### src/rtl/dm_store_if.sv
// Store-unit bus bundle: control-unit request side plus the word-wide data memory port.
// The slave modport is the store unit; the master modport is whatever drives it.
interface dm_store_if;
    logic        start;
    logic [1:0]  StoreSize;
    logic [31:0] Addr;
    logic [31:0] RegData;
    logic [31:0] mem_rdata;
    logic [31:0] mem_addr;
    logic [31:0] mem_wdata;
    logic        mem_re;
    logic        mem_we;
    logic        busy;
    logic        done;
    logic        misalign;
    logic [2:0]  fsm_state;

    // Handshake: start is a one-cycle request honoured only while busy=0; the
    // request completes with exactly one done pulse, qualified by misalign.
    modport slave (
        input  start, StoreSize, Addr, RegData, mem_rdata,
        output mem_addr, mem_wdata, mem_re, mem_we, busy, done, misalign, fsm_state
    );

    modport master (
        output start, StoreSize, Addr, RegData, mem_rdata,
        input  mem_addr, mem_wdata, mem_re, mem_we, busy, done, misalign, fsm_state
    );
endinterface

### src/rtl/dm_store_unit.sv
// MEM-phase store controller: word stores write directly, byte/half stores do a
// read-modify-write of the containing little-endian word.
module dm_store_unit (
    input  logic        clk,
    input  logic        Reset,
    dm_store_if.slave   bus
);
    typedef enum logic [2:0] {
        IDLE  = 3'd0,
        READ  = 3'd1,
        MERGE = 3'd2,
        WRITE = 3'd3,
        DONE  = 3'd4
    } state_t;

    localparam logic [1:0] SZ_BYTE = 2'b00;
    localparam logic [1:0] SZ_HALF = 2'b01;
    localparam logic [1:0] SZ_WORD = 2'b10;

    state_t      state_q, state_d;
    logic [31:0] addr_q;
    logic [1:0]  size_q;
    logic [31:0] data_q;
    logic [31:0] wbuf;
    logic        mis_q;
    logic        req_bad;
    logic        accept;
    logic [31:0] merged;

    assign accept = (state_q == IDLE) && bus.start;

    // The verdict is taken on the operands being registered this edge, so it is
    // identical to checking addr_q/size_q and saves a cycle.
    always_comb begin
        req_bad = 1'b0;
        case (bus.StoreSize)
            SZ_HALF: req_bad = bus.Addr[0];
            SZ_WORD: req_bad = |bus.Addr[1:0];
            SZ_BYTE: req_bad = 1'b0;
            default: req_bad = 1'b1;
        endcase
    end

    always_ff @(posedge clk) begin
        if (!Reset) begin
            state_q <= IDLE;
            addr_q  <= '0;
            size_q  <= '0;
            data_q  <= '0;
            wbuf    <= '0;
            mis_q   <= 1'b0;
        end else begin
            state_q <= state_d;
            if (accept) begin
                addr_q <= bus.Addr;
                size_q <= bus.StoreSize;
                data_q <= bus.RegData;
                mis_q  <= req_bad;
            end
            if (state_q == MERGE) begin
                wbuf <= merged;
            end
        end
    end

    always_comb begin
        state_d = state_q;
        case (state_q)
            IDLE: begin
                if (bus.start) begin
                    if (req_bad)                        state_d = DONE;
                    else if (bus.StoreSize == SZ_WORD)  state_d = WRITE;
                    else                                state_d = READ;
                end
            end
            READ:    state_d = MERGE;
            MERGE:   state_d = WRITE;
            WRITE:   state_d = DONE;
            DONE:    state_d = IDLE;
            default: state_d = IDLE;
        endcase
    end

    // Lane replacement into the word fetched during READ.
    always_comb begin
        merged = bus.mem_rdata;
        if (size_q == SZ_BYTE) begin
            case (addr_q[1:0])
                2'd0:    merged[7:0]   = data_q[7:0];
                2'd1:    merged[15:8]  = data_q[7:0];
                2'd2:    merged[23:16] = data_q[7:0];
                default: merged[31:24] = data_q[7:0];
            endcase
        end else begin
            if (addr_q[1]) merged[31:16] = data_q[15:0];
            else           merged[15:0]  = data_q[15:0];
        end
    end

    assign bus.mem_addr  = {addr_q[31:2], 2'b00};
    assign bus.mem_re    = (state_q == READ);
    assign bus.mem_we    = (state_q == WRITE);
    assign bus.mem_wdata = (state_q != WRITE) ? 32'h0 :
                           (size_q == SZ_WORD) ? data_q : wbuf;
    assign bus.busy      = (state_q != IDLE);
    assign bus.done      = (state_q == DONE);
    assign bus.misalign  = (state_q == DONE) && mis_q;
    assign bus.fsm_state = state_q;
endmodule

### src/flat_wrapper.sv
// flat-port wrapper written by rule: the top's interface ports become plain ports
module dm_store_unit_flat 
  (clk, Reset, bus_start, bus_StoreSize, bus_Addr, bus_RegData, bus_mem_rdata, bus_mem_addr, bus_mem_wdata, bus_mem_re, bus_mem_we, bus_busy, bus_done, bus_misalign, bus_fsm_state);
  dm_store_if bus_i ();
  input  logic clk;
  input  logic Reset;
  input wire logic [$bits(bus_i.start)-1:0] bus_start;
  input wire logic [$bits(bus_i.StoreSize)-1:0] bus_StoreSize;
  input wire logic [$bits(bus_i.Addr)-1:0] bus_Addr;
  input wire logic [$bits(bus_i.RegData)-1:0] bus_RegData;
  input wire logic [$bits(bus_i.mem_rdata)-1:0] bus_mem_rdata;
  output wire logic [$bits(bus_i.mem_addr)-1:0] bus_mem_addr;
  output wire logic [$bits(bus_i.mem_wdata)-1:0] bus_mem_wdata;
  output wire logic [$bits(bus_i.mem_re)-1:0] bus_mem_re;
  output wire logic [$bits(bus_i.mem_we)-1:0] bus_mem_we;
  output wire logic [$bits(bus_i.busy)-1:0] bus_busy;
  output wire logic [$bits(bus_i.done)-1:0] bus_done;
  output wire logic [$bits(bus_i.misalign)-1:0] bus_misalign;
  output wire logic [$bits(bus_i.fsm_state)-1:0] bus_fsm_state;
  assign bus_i.start = bus_start;
  assign bus_i.StoreSize = bus_StoreSize;
  assign bus_i.Addr = bus_Addr;
  assign bus_i.RegData = bus_RegData;
  assign bus_i.mem_rdata = bus_mem_rdata;
  assign bus_mem_addr = bus_i.mem_addr;
  assign bus_mem_wdata = bus_i.mem_wdata;
  assign bus_mem_re = bus_i.mem_re;
  assign bus_mem_we = bus_i.mem_we;
  assign bus_busy = bus_i.busy;
  assign bus_done = bus_i.done;
  assign bus_misalign = bus_i.misalign;
  assign bus_fsm_state = bus_i.fsm_state;
  dm_store_unit u_core (.clk(clk), .Reset(Reset), .bus(bus_i));
endmodule
### config.mk
export PLATFORM = sky130hd
export DESIGN_NAME = dm_store_unit_flat
export DESIGN_NICKNAME = d
export VERILOG_FILES = /design/src/rtl/dm_store_if.sv /design/src/rtl/dm_store_unit.sv /design/src/flat_wrapper.sv
export SDC_FILE = /design/constraint.sdc
export NUM_CORES = 1
export LEC_CHECK = 0
export CORE_AREA = 8 8 118 120
export CTS_CLUSTER_DIAMETER = 200
export DETAILED_ROUTE_END_ITERATION = 12
export DIE_AREA = 0 0 126 128
export PLACE_DENSITY = 0.76
export SLEW_MARGIN = 20
export SYNTH_ARGS = -nofsm -noshare
export SYNTH_HDL_FRONTEND = slang
export SYNTH_SLANG_ARGS = --single-unit
### constraint.sdc
create_clock -name clk -period 1.86 [get_ports clk]
set_clock_uncertainty 0.05 [all_clocks]
set_input_delay 0.279 -clock clk [delete_from_list [all_inputs] [get_ports clk]]
set_output_delay 0.279 -clock clk [all_outputs]
set_load 0.01 [all_outputs]
==> out/qor.txt, run 1 <==
====================================================================================================
Outcome                                                                                 finished, violations left
Violations in the final reports                                                         negative setup slack
Final setup margin                                                                          -17.3 ps
Top-level I/O count                                                                              173
Buffer type at the clock tree root                                                         clkbuf_16
Compound-gate portion of the synthesized area                                                  25.2%
Post-layout net count                                                                            922
Final hold violation count                                                                         0
Height of the die                                                                             128 um
Clock tree from TritonCTS                                                                       done
Number of warning messages in the yosys log                                                        0
CP startpoint kind                                                                              flop
Maximum number of pins on one net before global-route repair                                      50
Combinational power share                                                                      24.7%
Parity-gate share of the synthesized area counting xor and xnor cells                             0%
Leakage power                                                                                3.05 nW
Maximum fanout encountered on the critical timing path                                             8
Initial cell density of the core                                                               43.5%
Final clock period utilization by the worst path                                                101%
Avg Vias per Cell                                                                               5.63
CTS H-tree lvls                                                                                    3
Clock latency at the later pin of the worst-skew pair                                         350 ps
P_int                                                                                        4.05 mW
Post-route setup TNS                                                                        -45.4 ps
Number of global-route vias before repair                                                       5439
Post-layout total power                                                                      5.70 mW
Dominant combinational cell family by area after synthesis                              simple AND/OR/NAND/NOR gates
WP data required                                                                             1530 ps
Peak VDD IR                                                                                   422 uV
Flop and latch count out of synthesis                                                            102
Portion of total power attributed to the clock network                                         31.4%
Crit Path Class                                                                         flop to primary output
Full die area                                                                              16100 um2
Critical Path End Type                                                                  primary output
Final core utilization                                                                         62.4%
Portion of the post-synthesis area used by sequential elements                                 38.5%
Fraction of layout instances using a drive strength above 1                                    20.8%
Synthesized-area fraction occupied by adder cells                                                 0%
Chip width                                                                                    126 um
Area growth from synthesis to layout                                                           43.7%
CP arrival                                                                                   1550 ps
IO buf count                                                                                     170
Pwr/cell area                                                                             748 nW/um2
Num Clock Sinks                                                                                  102
Placeable core region                                                                      12200 um2
Worst slack at placement                                                                     -156 ps
Inserted Clock Buffers                                                                             9
Crit path time final                                                                         1880 ps
Clock-pin slew reported for the worst setup and hold paths after clock tree synthesis          60 ps
DRT iter0 DRCs                                                                                   475
Final design instance area without fill                                                     7620 um2
Mean cell area of the mapped netlist                                                        7.71 um2
Overall via count from detail_route                                                             5485
Setup-violating endpoint count in the final report                                                 5
Synthesized instance count                                                                       688
Class of the tightest hold or removal check                                             input port to flop
Psw                                                                                          1.65 mW
Multiplexer area fraction after synthesis                                                         0%
Area share of the leading cell type in the synthesized netlist                                 38.5%
Count of different cell masters after synthesis                                                   37
Cell taking the most area after synthesis                                                    dfxtp_1
RePlAce Congestion                                                                             0.843
RSZ-0062 raised after global routing                                                            true
Simple logic cell fraction of the synthesized area                                             25.7%
Detailed placer's ending HPWL                                                               12100 um
Maximum frequency from static timing analysis                                              0.533 GHz
Total routing usage reported by global routing                                                 21.5%
Post-CTS Hold Fix Bufs                                                                             0
Actual slew at the worst max-slew pin                                                         687 ps
Antenna Violating Nets Remaining                                                                   0
R2R Setup Slk                                                                                  80 ps
Fin. max-slew vios                                                                                 0
Number of maximum-capacitance constraint violations                                                0
Clock Tree Buf Depth                                                                               2
Count of inserted antenna diode cells                                                              0
Cell types occupying the most area after synthesis                                      dfxtp_1 38%, nand2_1 14%, a211oi_1 7.4%, a21boi_0 5.4%, buf_4 4.7%
Wire length of the first global-routing pass                                                28000 um
Final worst hold slack                                                                        321 ps
Number of search-and-repair iterations in the first detailed-routing pass                          5
Standard-cell rows                                                                                41
Global route total overflow                                                                        0
Part of the total power dissipated in sequential elements                                      43.8%
Total instance count after detailed placement                                                    948
Initial antenna violation count                                                                    0
Sw Share                                                                                       29.0%
Final non-filler cell total                                                                      974
Wire length per cell                                                                         18.4 um
Sum of routed wire length over all layers                                                   18000 um
Headroom to the max-slew limit                                                                 54.2%
DRC violation count after routing                                                                  0
Placed cell areas                                                                           6980 um2
Total standard cell area after synthesis                                                    5310 um2
====================================================================================================
-- what timing repair did --
action	4_1_cts	5_1_grt
endpoints found under the hold margin	0	0
cloned	3	2
resized for setup	155	81
buffers inserted	6	1
endpoints found under the setup margin	37	67
pin swaps	0	33
-- path summary, 6_finish.rpt --
| kind | from | endpoint | cells past startpoint |
|---|---|---|---|
| max | u_core.size_q[1] | bus_mem_wdata[29] | 6 |
| min | Reset | u_core.data_q[31] | 2 |
| max reg2reg | u_core.bus.fsm_state[1] | u_core.wbuf[5] | 5 |
| min reg2reg | u_core.addr_q[6] | u_core.addr_q[6] | 2 |
-- flip-flops by register name (all words and copies together) (netlist names) --
register,count
u_core.wbuf,32
u_core.size_q,2
u_core.mis_q,1
u_core.bus.fsm_state,3
u_core.addr_q,32
u_core.data_q,32
-- power groups by stage --
stage	Combinational (mW)	Clock (mW)	Sequential [mW]
floorplan	0.775	0	2.50
global placement	1.26	0	2.51
detailed placement	1.29	0	2.52
CTS	1.34	1.83	2.48
global route	1.53	1.93	2.52
finish	1.41	1.79	2.50
-- layout by cell type (no fill, tap or decap), types with 9 or more instances in the layout --
cell type          n
buf_4             28
nand2_2           10
nor2_1            17
nand2_4           16
nor2b_1           16
and3b_1            9
buf_2             31
a21boi_0          38
o31ai_1           16
clkdlybuf4s50_1  132
a21oi_2           30
dfxtp_1           98
clkbuf_16         11
a21boi_1          30
o21ai_0           17
nand3_1           17
a211oi_1          52
nand2_1          175
and3_1             9
-- cell type report --
class                   instances  area, um2
fillers                      1054       4590
clock inverters                 1       5.00
repair buffers                215       2080
multi-input cells             492       3030
well taps                     150        188
flip-flops and latches        102       2050
inverters                       1       3.75
clock buffers                  13        270
-- worst max-delay path: stages (launching register included) --
cell and delay [ps]:
dfxtp_4 370, nor2b_4 170, buf_6 130, clkbuf_16 190, nand2_4 50, a21oi_2 140
buf_2 150
-- cell usage after synthesis --
master and number:
nand2b_1 4, clkbuf_1 33, and2_1 2, buf_1 6, conb_1 1, a21oi_1 33
dfxtp_1 102, nor3b_1 1, nand3_1 17, inv_1 1, or2_2 1, or3b_1 1
buf_4 33, nor4b_4 1, nor2b_1 17, a211oi_2 4, o31ai_1 16, o21ai_0 17
buf_2 14, a211oi_1 52, or3b_2 1, a21boi_1 30, a21boi_0 38, or3_1 2
nor3b_2 1, nor4_1 8, nor2_1 19, nand3b_1 1, and3b_1 9, nor3b_4 1
o211a_1 1, or4b_1 1, nand4_1 1, and3_1 9, a21o_1 1, nand2_1 201
buf_6 8
-- kinds of logic after synthesis --
group | count (synthesis)
AND/OR/NAND/NOR | 298
AO/OA/AOI/OAI | 192
flip-flops | 102
buffers and inverters | 95
other | 1
-- metal layers --
layer	global-route usage, %	up-vias	share of wire (%)
met5	0	-	0
met4	9.77	0	2.6
met3	8.19	53	11
met2	34.5	292	47
met1	25.1	2549	40
li1	-	2591	-
No activity file was read; power rests on OpenSTA's default activity.
==> inputs of run 2 (changes only) <==
--- a/config.mk
+++ b/config.mk
@@ -7,9 +7,11 @@
 export LEC_CHECK = 0
 export CORE_AREA = 8 8 118 120
 export CTS_CLUSTER_DIAMETER = 200
+export CTS_CLUSTER_SIZE = 24
 export DETAILED_ROUTE_END_ITERATION = 12
 export DIE_AREA = 0 0 126 128
 export PLACE_DENSITY = 0.76
+export SKIP_CTS_REPAIR_TIMING = 1
 export SLEW_MARGIN = 20
 export SYNTH_ARGS = -nofsm -noshare
 export SYNTH_HDL_FRONTEND = slang
==> out/qor.txt, run 2 (synthesis results as in run 1) <==
====================================================================================================
IO buf count                                                                                     170
Peak VDD IR                                                                                   427 uV
WP data required                                                                             1530 ps
Actual slew at the worst max-slew pin                                                         693 ps
Final core utilization                                                                         61.8%
Total instance count after detailed placement                                                    948
Violations in the final reports                                                         negative setup slack
Post-layout total power                                                                      5.68 mW
Crit Path Class                                                                         flop to primary output
Worst slack at placement                                                                     -156 ps
Height of the die                                                                             128 um
Standard-cell rows                                                                                41
Avg Vias per Cell                                                                               5.59
Maximum fanout encountered on the critical timing path                                            16
Wire length per cell                                                                         18.3 um
Clock tree from TritonCTS                                                                       done
Largest registers in the final layout                                                   u_core.addr_q (32), u_core.data_q (32), u_core.wbuf (32)
CP arrival                                                                                   1560 ps
Hold Crit Depth                                                                                    2
Placed cell areas                                                                           6980 um2
RePlAce Congestion                                                                             0.843
Overall via count from detail_route                                                             5422
Global route total overflow                                                                        0
Final hold violation count                                                                         0
Highest cell delay on the worst timing path                                                   320 ps
Final worst hold slack                                                                        316 ps
Leakage power                                                                                3.12 nW
Class of the tightest hold or removal check                                             input port to flop
Inserted Clock Buffers                                                                             9
Count of cells along the worst register-to-register path                                           5
Initial antenna violation count                                                                    0
Crit path time final                                                                         1890 ps
Number of maximum-capacitance constraint violations                                                0
Final design instance area without fill                                                     7540 um2
Number of search-and-repair iterations in the first detailed-routing pass                          5
Number of global-route vias before repair                                                       5265
Critical Path End Type                                                                  primary output
Final setup margin                                                                          -31.1 ps
Final clock period utilization by the worst path                                                102%
M2 GR Usage                                                                                    32.8%
Maximum frequency from static timing analysis                                              0.529 GHz
Full die area                                                                              16100 um2
Maximum number of pins on one net before global-route repair                                      50
GR Layer Usage met1                                                                            24.1%
Top-level I/O count                                                                              173
Most utilized layer in the global route result                                                  met2
Post-layout net count                                                                            918
Pwr/cell area                                                                             753 nW/um2
Initial cell density of the core                                                               43.5%
Fin. max-slew vios                                                                                 0
RSZ-0062 raised after global routing                                                            true
Count of inserted antenna diode cells                                                              0
Num Clock Sinks                                                                                  102
Area growth from synthesis to layout                                                           42.2%
Fraction of layout instances using a drive strength above 1                                    18.8%
Met3 capacity usage during global routing                                                      7.53%
Outcome                                                                                 finished, violations left
DRT iter0 DRCs                                                                                   423
Slowest-stage cell, CP                                                                       dfxtp_2
Post-route setup TNS                                                                         -121 ps
Total routing usage reported by global routing                                                 20.4%
Final non-filler cell total                                                                      970
Clock latency at the later pin of the worst-skew pair                                         350 ps
Most common cell after layout, fill and taps aside                                           nand2_1
DRC violation count after routing                                                                  0
Sum of routed wire length over all layers                                                   17800 um
CP startpoint kind                                                                              flop
Most frequent cells in the layout                                                       179 x nand2_1, 132 x clkdlybuf4s50_1, 98 x dfxtp_1
Detailed placer's ending HPWL                                                               12100 um
Chip width                                                                                    126 um
Setup-violating endpoint count in the final report                                                 9
Antenna Violating Nets Remaining                                                                   0
Buffer type at the clock tree root                                                         clkbuf_16
Wire length of the first global-routing pass                                                26700 um
Placeable core region                                                                      12200 um2
Cell Chain, Critical Path                                                               nand3b_1 -> buf_6 -> clkbuf_16 -> a21oi_2 -> buf_2
Clock-pin slew reported for the worst setup and hold paths after clock tree synthesis          60 ps
Clock Tree Buf Depth                                                                               2
CTS H-tree lvls                                                                                    3
Headroom to the max-slew limit                                                                 53.7%
====================================================================================================
run 2: cell count changes in the layout (fill, tap and decap cells not counted), moves of 4 or more:
cell,change
a21oi_2,-7
a21oi_1,+8
dlymetal6s2s_1,+5
nand2_2,-6
nand2_1,+4
run 2: final cells by class:
| cell class | instances | area [um2] |
|---|---|---|
| fill | 1072 | 4670 |
| timing repair buffer | 211 | 2040 |
| inverter | 1 | 3.75 |
| clock buffer | 13 | 270 |
| multi-input combinational | 492 | 2990 |
| tap | 150 | 188 |
| sequential | 102 | 2050 |
| clock inverter | 1 | 5.00 |
run 2: critical path, delay by kind of cell, from the launching register on:
kind | cells | cell delay, ps
compound gates | 1 | 140
buf+inv | 3 | 510
flops | 1 | 320
simple gates | 1 | 230
run 2: routing by layer:
| layer | wire length (um) | part of all wire (%) |
|---|---|---|
| met1 | 7320 | 41 |
| met2 | 8270 | 47 |
| met3 | 1660 | 9.4 |
| met4 | 501 | 2.8 |
| met5 | 0 | 0 |
run 2: worst paths after layout:
| path | startpoint | endpoint | slack [ps] |
|---|---|---|---|
| worst max-delay path | u_core.bus.fsm_state[2] | bus_mem_wdata[1] | -30 |
| worst min-delay path | Reset | u_core.data_q[31] | 320 |
| worst max register to register | u_core.bus.fsm_state[1] | u_core.wbuf[16] | 90 |
| worst min register to register | u_core.data_q[21] | u_core.data_q[21] | 410 |
run 2: report_power, final:
group	leakage [nW]	switching, mW	internal (mW)
clock	0.138	0.784	1.00
combinational	2.14	0.717	0.677
sequential	0.837	0.135	2.36
==> inputs of run 3 (changes only) <==
--- a/config.mk
+++ b/config.mk
@@ -7,7 +7,7 @@
 export LEC_CHECK = 0
 export CORE_AREA = 8 8 118 120
 export CTS_CLUSTER_DIAMETER = 200
-export CTS_CLUSTER_SIZE = 24
+export CTS_CLUSTER_SIZE = 12
 export DETAILED_ROUTE_END_ITERATION = 12
 export DIE_AREA = 0 0 126 128
 export PLACE_DENSITY = 0.76
==> results of run 3 <==
The final DEF is identical to that of run 2; final timing and power are the same.
